File: src/rtl/rez_sched_pkg.sv
// Shared constants and types for the display-register scheduler: slot indices,
// data widths, the "no marker" code and the shadow/published register set layout.
package rez_sched_pkg;

  localparam int REZ_DATA_W = 32;
  localparam int REZ_MARK_W = 6;

  localparam logic [1:0] SLOT_REZ1 = 2'd0;
  localparam logic [1:0] SLOT_REZ2 = 2'd1;
  localparam logic [1:0] SLOT_REZ3 = 2'd2;
  localparam logic [1:0] SLOT_REZ4 = 2'd3;

  localparam logic [REZ_MARK_W-1:0] REZ_MARK_NONE = 6'h3f;

  typedef struct packed {
    logic [REZ_DATA_W-1:0] r1;
    logic [REZ_DATA_W-1:0] r2;
    logic [REZ_MARK_W-1:0] r3;
    logic [REZ_MARK_W-1:0] r4;
  } rez_set_t;

  function automatic rez_set_t rez_set_init();
    rez_set_t s;
    s.r1 = '0;
    s.r2 = '0;
    s.r3 = REZ_MARK_NONE;
    s.r4 = REZ_MARK_NONE;
    return s;
  endfunction

endpackage

File: src/rtl/rr_arb2.sv
// Two-requester round-robin arbiter. Grants are combinational from the valids;
// the registered pointer remembers which requester wins the next tie.
module rr_arb2 (
  input  logic clk,
  input  logic reset,
  input  logic valid0,
  input  logic valid1,
  output logic gnt0,
  output logic gnt1
);

  // prio_q = 0: requester 0 wins a tie; 1: requester 1 wins a tie
  logic prio_q;
  logic prio_d;

  always_comb begin
    gnt0   = 1'b0;
    gnt1   = 1'b0;
    prio_d = prio_q;
    if (valid0 && valid1) begin
      gnt0 = ~prio_q;
      gnt1 = prio_q;
    end else begin
      gnt0 = valid0;
      gnt1 = valid1;
    end
    if (gnt0) begin
      prio_d = 1'b1;
    end else if (gnt1) begin
      prio_d = 1'b0;
    end
  end

  always_ff @(posedge clk or posedge reset) begin
    if (reset) begin
      prio_q <= 1'b0;
    end else begin
      prio_q <= prio_d;
    end
  end

endmodule

File: src/rtl/rez_sched.sv
// Frame-synchronous register publisher: two requesters write a shadow set, and
// the shadow is copied to the display outputs on each unfrozen vs rising edge.
module rez_sched
  import rez_sched_pkg::*;
(
  input  logic                  clk,
  input  logic                  reset,
  input  logic                  vs,
  input  logic                  freeze,
  input  logic                  req0_valid,
  input  logic [1:0]            req0_sel,
  input  logic [REZ_DATA_W-1:0] req0_data,
  output logic                  req0_ready,
  input  logic                  req1_valid,
  input  logic [1:0]            req1_sel,
  input  logic [REZ_DATA_W-1:0] req1_data,
  output logic                  req1_ready,
  output logic [REZ_DATA_W-1:0] rez1,
  output logic [REZ_DATA_W-1:0] rez2,
  output logic [REZ_MARK_W-1:0] rez3,
  output logic [REZ_MARK_W-1:0] rez4,
  output logic                  upd,
  output logic [7:0]            frame_cnt,
  output logic                  pending
);

  rez_set_t              shadow_q, shadow_d;
  rez_set_t              rez_q, rez_d;
  logic                  vs_prev_q, vs_prev_d;
  logic                  upd_q, upd_d;
  logic [7:0]            frame_cnt_q, frame_cnt_d;
  logic                  pending_q, pending_d;

  logic                  wr_en;
  logic [1:0]            wr_sel;
  logic [REZ_DATA_W-1:0] wr_data;
  logic                  commit;

  rr_arb2 u_arb (
    .clk    (clk),
    .reset  (reset),
    .valid0 (req0_valid),
    .valid1 (req1_valid),
    .gnt0   (req0_ready),
    .gnt1   (req1_ready)
  );

  always_comb begin
    wr_en       = req0_ready | req1_ready;
    wr_sel      = req1_ready ? req1_sel  : req0_sel;
    wr_data     = req1_ready ? req1_data : req0_data;
    // Edge-only: vs_prev tracks vs even while frozen, so releasing freeze mid-pulse cannot commit.
    commit      = vs & ~vs_prev_q & ~freeze;

    shadow_d    = shadow_q;
    rez_d       = rez_q;
    vs_prev_d   = vs;
    upd_d       = commit;
    frame_cnt_d = frame_cnt_q;
    pending_d   = pending_q;

    if (wr_en) begin
      case (wr_sel)
        SLOT_REZ1: shadow_d.r1 = wr_data;
        SLOT_REZ2: shadow_d.r2 = wr_data;
        SLOT_REZ3: shadow_d.r3 = wr_data[REZ_MARK_W-1:0];
        SLOT_REZ4: shadow_d.r4 = wr_data[REZ_MARK_W-1:0];
        default:   shadow_d    = shadow_q;
      endcase
    end

    // Publishes the pre-edge shadow; a write in this same cycle waits for the next frame.
    if (commit) begin
      rez_d       = shadow_q;
      frame_cnt_d = frame_cnt_q + 8'd1;
    end

    if (wr_en) begin
      pending_d = 1'b1;
    end else if (commit) begin
      pending_d = 1'b0;
    end
  end

  always_ff @(posedge clk or posedge reset) begin
    if (reset) begin
      shadow_q    <= rez_set_init();
      rez_q       <= rez_set_init();
      vs_prev_q   <= 1'b0;
      upd_q       <= 1'b0;
      frame_cnt_q <= 8'd0;
      pending_q   <= 1'b0;
    end else begin
      shadow_q    <= shadow_d;
      rez_q       <= rez_d;
      vs_prev_q   <= vs_prev_d;
      upd_q       <= upd_d;
      frame_cnt_q <= frame_cnt_d;
      pending_q   <= pending_d;
    end
  end

  assign rez1      = rez_q.r1;
  assign rez2      = rez_q.r2;
  assign rez3      = rez_q.r3;
  assign rez4      = rez_q.r4;
  assign upd       = upd_q;
  assign frame_cnt = frame_cnt_q;
  assign pending   = pending_q;

endmodule

File: config.mk
export PLATFORM = sky130hd
export DESIGN_NAME = rez_sched
export DESIGN_NICKNAME = d
export VERILOG_FILES = /design/src/rtl/rez_sched_pkg.sv /design/src/rtl/rr_arb2.sv /design/src/rtl/rez_sched.sv
export SDC_FILE = /design/constraint.sdc
export NUM_CORES = 1
export LEC_CHECK = 0
export CORE_ASPECT_RATIO = 0.8
export CORE_MARGIN = 8
export CORE_UTILIZATION = 40
export CTS_BUF_LIST = sky130_fd_sc_hd__clkbuf_4 sky130_fd_sc_hd__clkbuf_8
export CTS_CLUSTER_SIZE = 10
export DETAILED_ROUTE_END_ITERATION = 8
export GPL_ROUTABILITY_DRIVEN = 0
export GPL_TIMING_DRIVEN = 0
export PLACE_DENSITY_LB_ADDON = 0.05
export SLEW_MARGIN = 20
export SYNTH_ARGS = -nofsm -noshare
export SYNTH_HDL_FRONTEND = slang
export SYNTH_SLANG_ARGS = --single-unit
File: constraint.sdc
create_clock -name clk -period 6.1 [get_ports clk]
set_input_delay 1.22 -clock clk [delete_from_list [all_inputs] [get_ports clk]]
set_output_delay 1.22 -clock clk [all_outputs]
set_load 0.05 [all_outputs]
* Yosys cells after proc, flatten, opt, wreduce, memory -nomap -nowiden *
Cells that the tools add are included.

operators by class
  add/subtract/negate cells = 1
  eq/ne operators = 3
  multiplexer cells = 8
  bitwise operators = 6
  reduce and logical (&&, ||, !) cells = 8

operators by type and width
  kind                                                  number
  2-to-1 mux 32 bit                                     1
  adder 8 x 1 -> 8 bit (second input constant)          1
  AND reduction 2 bit                                   4
  2-to-1 mux 1 bit                                      6
  equality test 2 bit (second input constant)           2
  nonzero test 2 bit                                    2
  inverter 1 bit                                        3
  bitwise AND 1 bit                                     2
  equality test 2 x 1 -> 1 bit (second input constant)  1
  zero test 2 bit                                       1
  2-to-1 mux 2 bit                                      1
  logical AND 1 bit                                     1
  OR 1 bit                                              1

storage, ports and cells
  register bits = 164
  word-level logic and storage cells = 39

* Depth between registers and ports, before layout *
  word-level depth = 5
  gate-level depth with buffers = 6
  mapped depth without buffers = 4

* Modules after synthesis *
A second synthesis with hierarchy kept.

unflattened totals
  cell total of the unflattened synthesis = 570
  area total of the unflattened synthesis = 6692.7 um^2

modules (own cells, without submodules)
  module     times used  cells each  area each (um^2)
  rez_sched  1           563         6636.4
  rr_arb2    1           7           56.3

* Worst setup path after synthesis *
OpenSTA, ideal clock, no wires.

  path type = input to output
  start point = input port req0_valid
  end point = output port req1_ready
  data arrival time = 2218 ps
  setup slack = 2662 ps
  stages = 2
  buffers on the path = 0
  cells stage by stage = and2b_4 -> nor2_1

between the ends
  word-level cells in the longest chain between the ends = 2

ends and longest elaborated chain
  item                RTL line         RTL
  start: declaration  rez_sched.sv:10  input logic req0_valid,
  logical AND 1 bit   rr_arb2.sv:20    if (valid0 && valid1) begin
  2-to-1 mux 1 bit    rr_arb2.sv:20
  end: declaration    rez_sched.sv:17  output logic req1_ready,

No other way between the ends.

* Worst setup path in the final report *
  start point = input port req1_valid
  end point = output port req1_ready

between the ends
  word-level cells in the longest chain between the ends = 2

ends and longest elaborated chain
  item                  RTL line         RTL
  start: declaration    rez_sched.sv:14  input logic req1_valid,
  logical AND 1 bit     rr_arb2.sv:20
  2-to-1 mux 1 bit (*)  rr_arb2.sv:20

Mark *: on every way between the ends. The rest lies on a longest branch, timed or not.

==> metrics.log <==
[metrics] result of the run: finished, final reports clean
[metrics] TritonCTS Sinks: 164
[metrics] Diodes inserted: 0
[metrics] Bufs and invs on worst path: 3
[metrics] cell area after synthesis: 6980 um2
[metrics] crit end category: output port
[metrics] unrepaired setup endpoints after global routing: false
[metrics] post-layout instance area: 9290 um2
[metrics] CTS tree: done
[metrics] Longest Clk Path Bufs: 2
[metrics] post-CTS resize count: 0
[metrics] final number of max-transition violations: 0
[metrics] Yosys cell types: 49
[metrics] internal reg-to-reg setup slack: 3.93 ns
[metrics] worst slew margin relative to its limit: 52.8%
[metrics] clock-pin slew on the worst setup and hold paths: 0.09 ns
[metrics] Initial Utilization: 40.5%
[metrics] Final Skew: 0.00869 ns
[metrics] count of pins on the block boundary: 162
[metrics] number of clock buffers inserted by TritonCTS: 17
[metrics] die width: 164 um
[metrics] WS Path Type: in -> out
[metrics] total congestion overflow: 0
[metrics] initial DRC count: 201
[metrics] num rows: 43
[metrics] worst hold-check path type: reg -> reg
[metrics] required time of the worst setup path: 4.88 ns
[metrics] CTS H-tree lvls: 4
[metrics] peak supply drop: 0.239 mV
[metrics] CP most frequent cell: clkdlybuf4s50_1
[metrics] highest net fanout along the worst path: 7
[metrics] area growth from synthesis to layout: 33.1%
[metrics] HPWL Detailed: 13200 um
[metrics] vias after detailed routing: 4800
[metrics] antenna violations before repair: 1
[metrics] maximum number of pins on one net before global-route repair: 109
[metrics] commonest non-fill, non-tap cells in the layout: clkdlybuf4s50_1, dfrtp_1, mux2_2
[metrics] Nets: 763
[metrics] floorplan die area: 22000 um2
[metrics] final design utilization: 53.9%
[metrics] Clock Root Buffer: clkbuf_8
[metrics] Worst Tran Pin Value: 0.708 ns
[metrics] global-route usage over all layers: 17.3%
[metrics] highest cell delay on the worst timing path: 0.91 ns
[metrics] instance area at placement: 8900 um2
[metrics] vias in the first global route: 5238
[metrics] insertion delay to the later sink of the worst-skew pair: 0.45 ns
[metrics] number of iterations in the first detailed-routing pass: 4
[metrics] global-route wire length before repair: 29400 um
[metrics] leakage dissipation: 0.00365 uW
[metrics] dominant delay contributor by cell family on the critical path: buffers and inverters
[metrics] buffer count from post-CTS setup fixing: 0
[metrics] fraction of the cycle the final worst path needs: 74.9%
[metrics] ordered cell list for the critical path: clkdlybuf4s50_1 -> inv_2 -> nor2_1 -> clkdlybuf4s50_1
[metrics] Setup-failing EPs final: 0
[metrics] crit path time final: 4.57 ns
[metrics] count of port buffers added during placement: 160
[metrics] final standard cell count with taps included and fillers excluded: 926
[metrics] launching element type of the critical path: primary input
[metrics] power per cell area: 451 nW/um2
[metrics] vias per std cell: 5.18
[metrics] Synth Warn #: 0
[metrics] number of placed cells counting well taps: 894
[metrics] Avg Cell Area, Syn: 13.7 um2
[metrics] sequential fraction of the synthesis area: 59.2%
[metrics] maximum operating frequency: 0.219 GHz
[metrics] floorplan die height: 134 um
[metrics] Post-Synthesis Net Count: 583
[metrics] data arrival at the endpoint of the critical path: 3.35 ns
[metrics] Synth Register Bits: 164
[metrics] post-detailed-routing wire length: 18500 um
[metrics] post-synthesis cell count: 508
[metrics] Hold Fails Final Rpt: 0
[metrics] layout cell share with drive strength beyond 1: 27.1%
[metrics] commonest non-fill, non-tap cell in the layout: clkdlybuf4s50_1
[metrics] Critical Path Slowest Stage Cell: clkdlybuf4s50_1
[metrics] Core Footprint: 17200 um2
[metrics] remaining routing DRC violations: 0
[metrics] cts hold-fix bufs: 0
[metrics] mean routed wirelength per cell: 20.0 um
[metrics] max capacitance violation total: 0
[metrics] antenna viol nets, final: 0
metrics by stage:
stage               setup WS (ns)  total power (uW)  hold slack, ns  TNS (ns)
finish                       1.53              4190           0.475         0
global route                 1.44              4390           0.513         0
CTS                          1.52              4240           0.482         0
detailed placement           1.53              3440           0.465         0
global placement            -1.62              3410           0.463   -226.11
floorplan                   0.486              2800           0.454         0
path summary, 6_finish.rpt:
path | endpoint | startpoint | depth (start not counted)
max in group asynchronous | shadow_q[40]$_DFFE_PP0P_ | reset | 3
hold / removal | frame_cnt[7]$_DFFE_PP0P_ | frame_cnt[7]$_DFFE_PP0P_ | 1
setup reg to reg | rez1[5]$_DFFE_PP0P_ | vs_prev_q$_DFF_PP0_ | 4
hold reg to reg | frame_cnt[7]$_DFFE_PP0P_ | frame_cnt[7]$_DFFE_PP0P_ | 1
min in group asynchronous | frame_cnt[1]$_DFFE_PP0P_ | reset | 2
setup / recovery | req1_ready | req1_valid | 4
power breakdown:
part	leakage [uW]	internal, uW	switching [uW]
Sequential	0.00182	1460	202
Combinational	0.00163	670	1060
Clock	0.000197	385	412
Total	0.00365	2510	1680
state kept, by name (all words and copies together), names as in the netlist:
register,cells
u_arb.prio_q,1
rez4,6
rez3,6
vs_prev_q,1
pending,1
rez2,32
upd,1
frame_cnt,8
shadow_q,76
rez1,32
area by class of cell:
cell class / instances / area, um2
Multi-Input combinational cell: 283 / 2530
Inverter: 31 / 124
Fill cell: 1470 / 7930
Buffer: 30 / 194
Tap cell: 225 / 282
Timing Repair Buffer: 161 / 1630
Sequential cell: 164 / 4130
Clock inverter: 12 / 129
Clock buffer: 20 / 263
per-layer routing:
layer / part of all wire, % / vias to the layer above / wire, um / track usage, %
met3: 6.7 / 16 / 1240 / 5.33
li1: - / 2213 / - / -
met1: 46 / 2442 / 8530 / 22.8
met5: 0.054 / - / 10 / 0
met4: 1.3 / 2 / 238 / 4.84
met2: 46 / 127 / 8460 / 26.9
synthesized netlist by cell type, drive strengths merged:
cell type | instances | area [um2]
clkbuf | 11 | 51.3
o21ai | 2 | 13.8
nand2 | 2 | 10.0
xor2 | 2 | 17.5
o21a | 1 | 7.51
mux2 | 77 | 867
a21boi | 2 | 30.0
or2b | 10 | 75.1
a21oi | 27 | 214
nand3b | 1 | 7.51
ha | 1 | 12.5
o22ai | 25 | 156
and2b | 1 | 10.0
a21o | 2 | 16.3
a32oi | 2 | 43.8
and3 | 1 | 6.26
buf | 19 | 143
dfstp | 24 | 631
o22a | 30 | 263
and4 | 1 | 8.76
or3 | 1 | 6.26
inv | 31 | 116
nand3 | 4 | 20.0
xnor2 | 5 | 43.8
o221a | 25 | 282
nor3b | 1 | 7.51
nand2b | 41 | 259
a211oi | 1 | 7.51
nor3 | 5 | 46.3
o32a | 7 | 70.1
nor2 | 2 | 7.51
nand4 | 2 | 12.5
and2 | 2 | 12.5
dfrtp | 140 | 3500
logic make-up (layout without fill, tap and decap cells):
family	Yosys count	count (layout)	share of synthesized area, %
flip-flops	164	164	59.2
buffers and inverters	61	254	4.45
multiplexers	77	77	12.4
AND/OR/NAND/NOR	74	74	7.01
XOR/XNOR	7	7	0.879
AO/OA/AOI/OAI	124	124	15.8
adder cells (fa/ha/maj)	1	1	0.179
worst register-to-register path: stages, from the launching register on:
cell and delay [ns]:
dfrtp_1 0.37, nor3b_1 0.59, buf_2 0.40, buf_2 0.33
mux2_2 0.37
(Power assumes the default switching activity.)
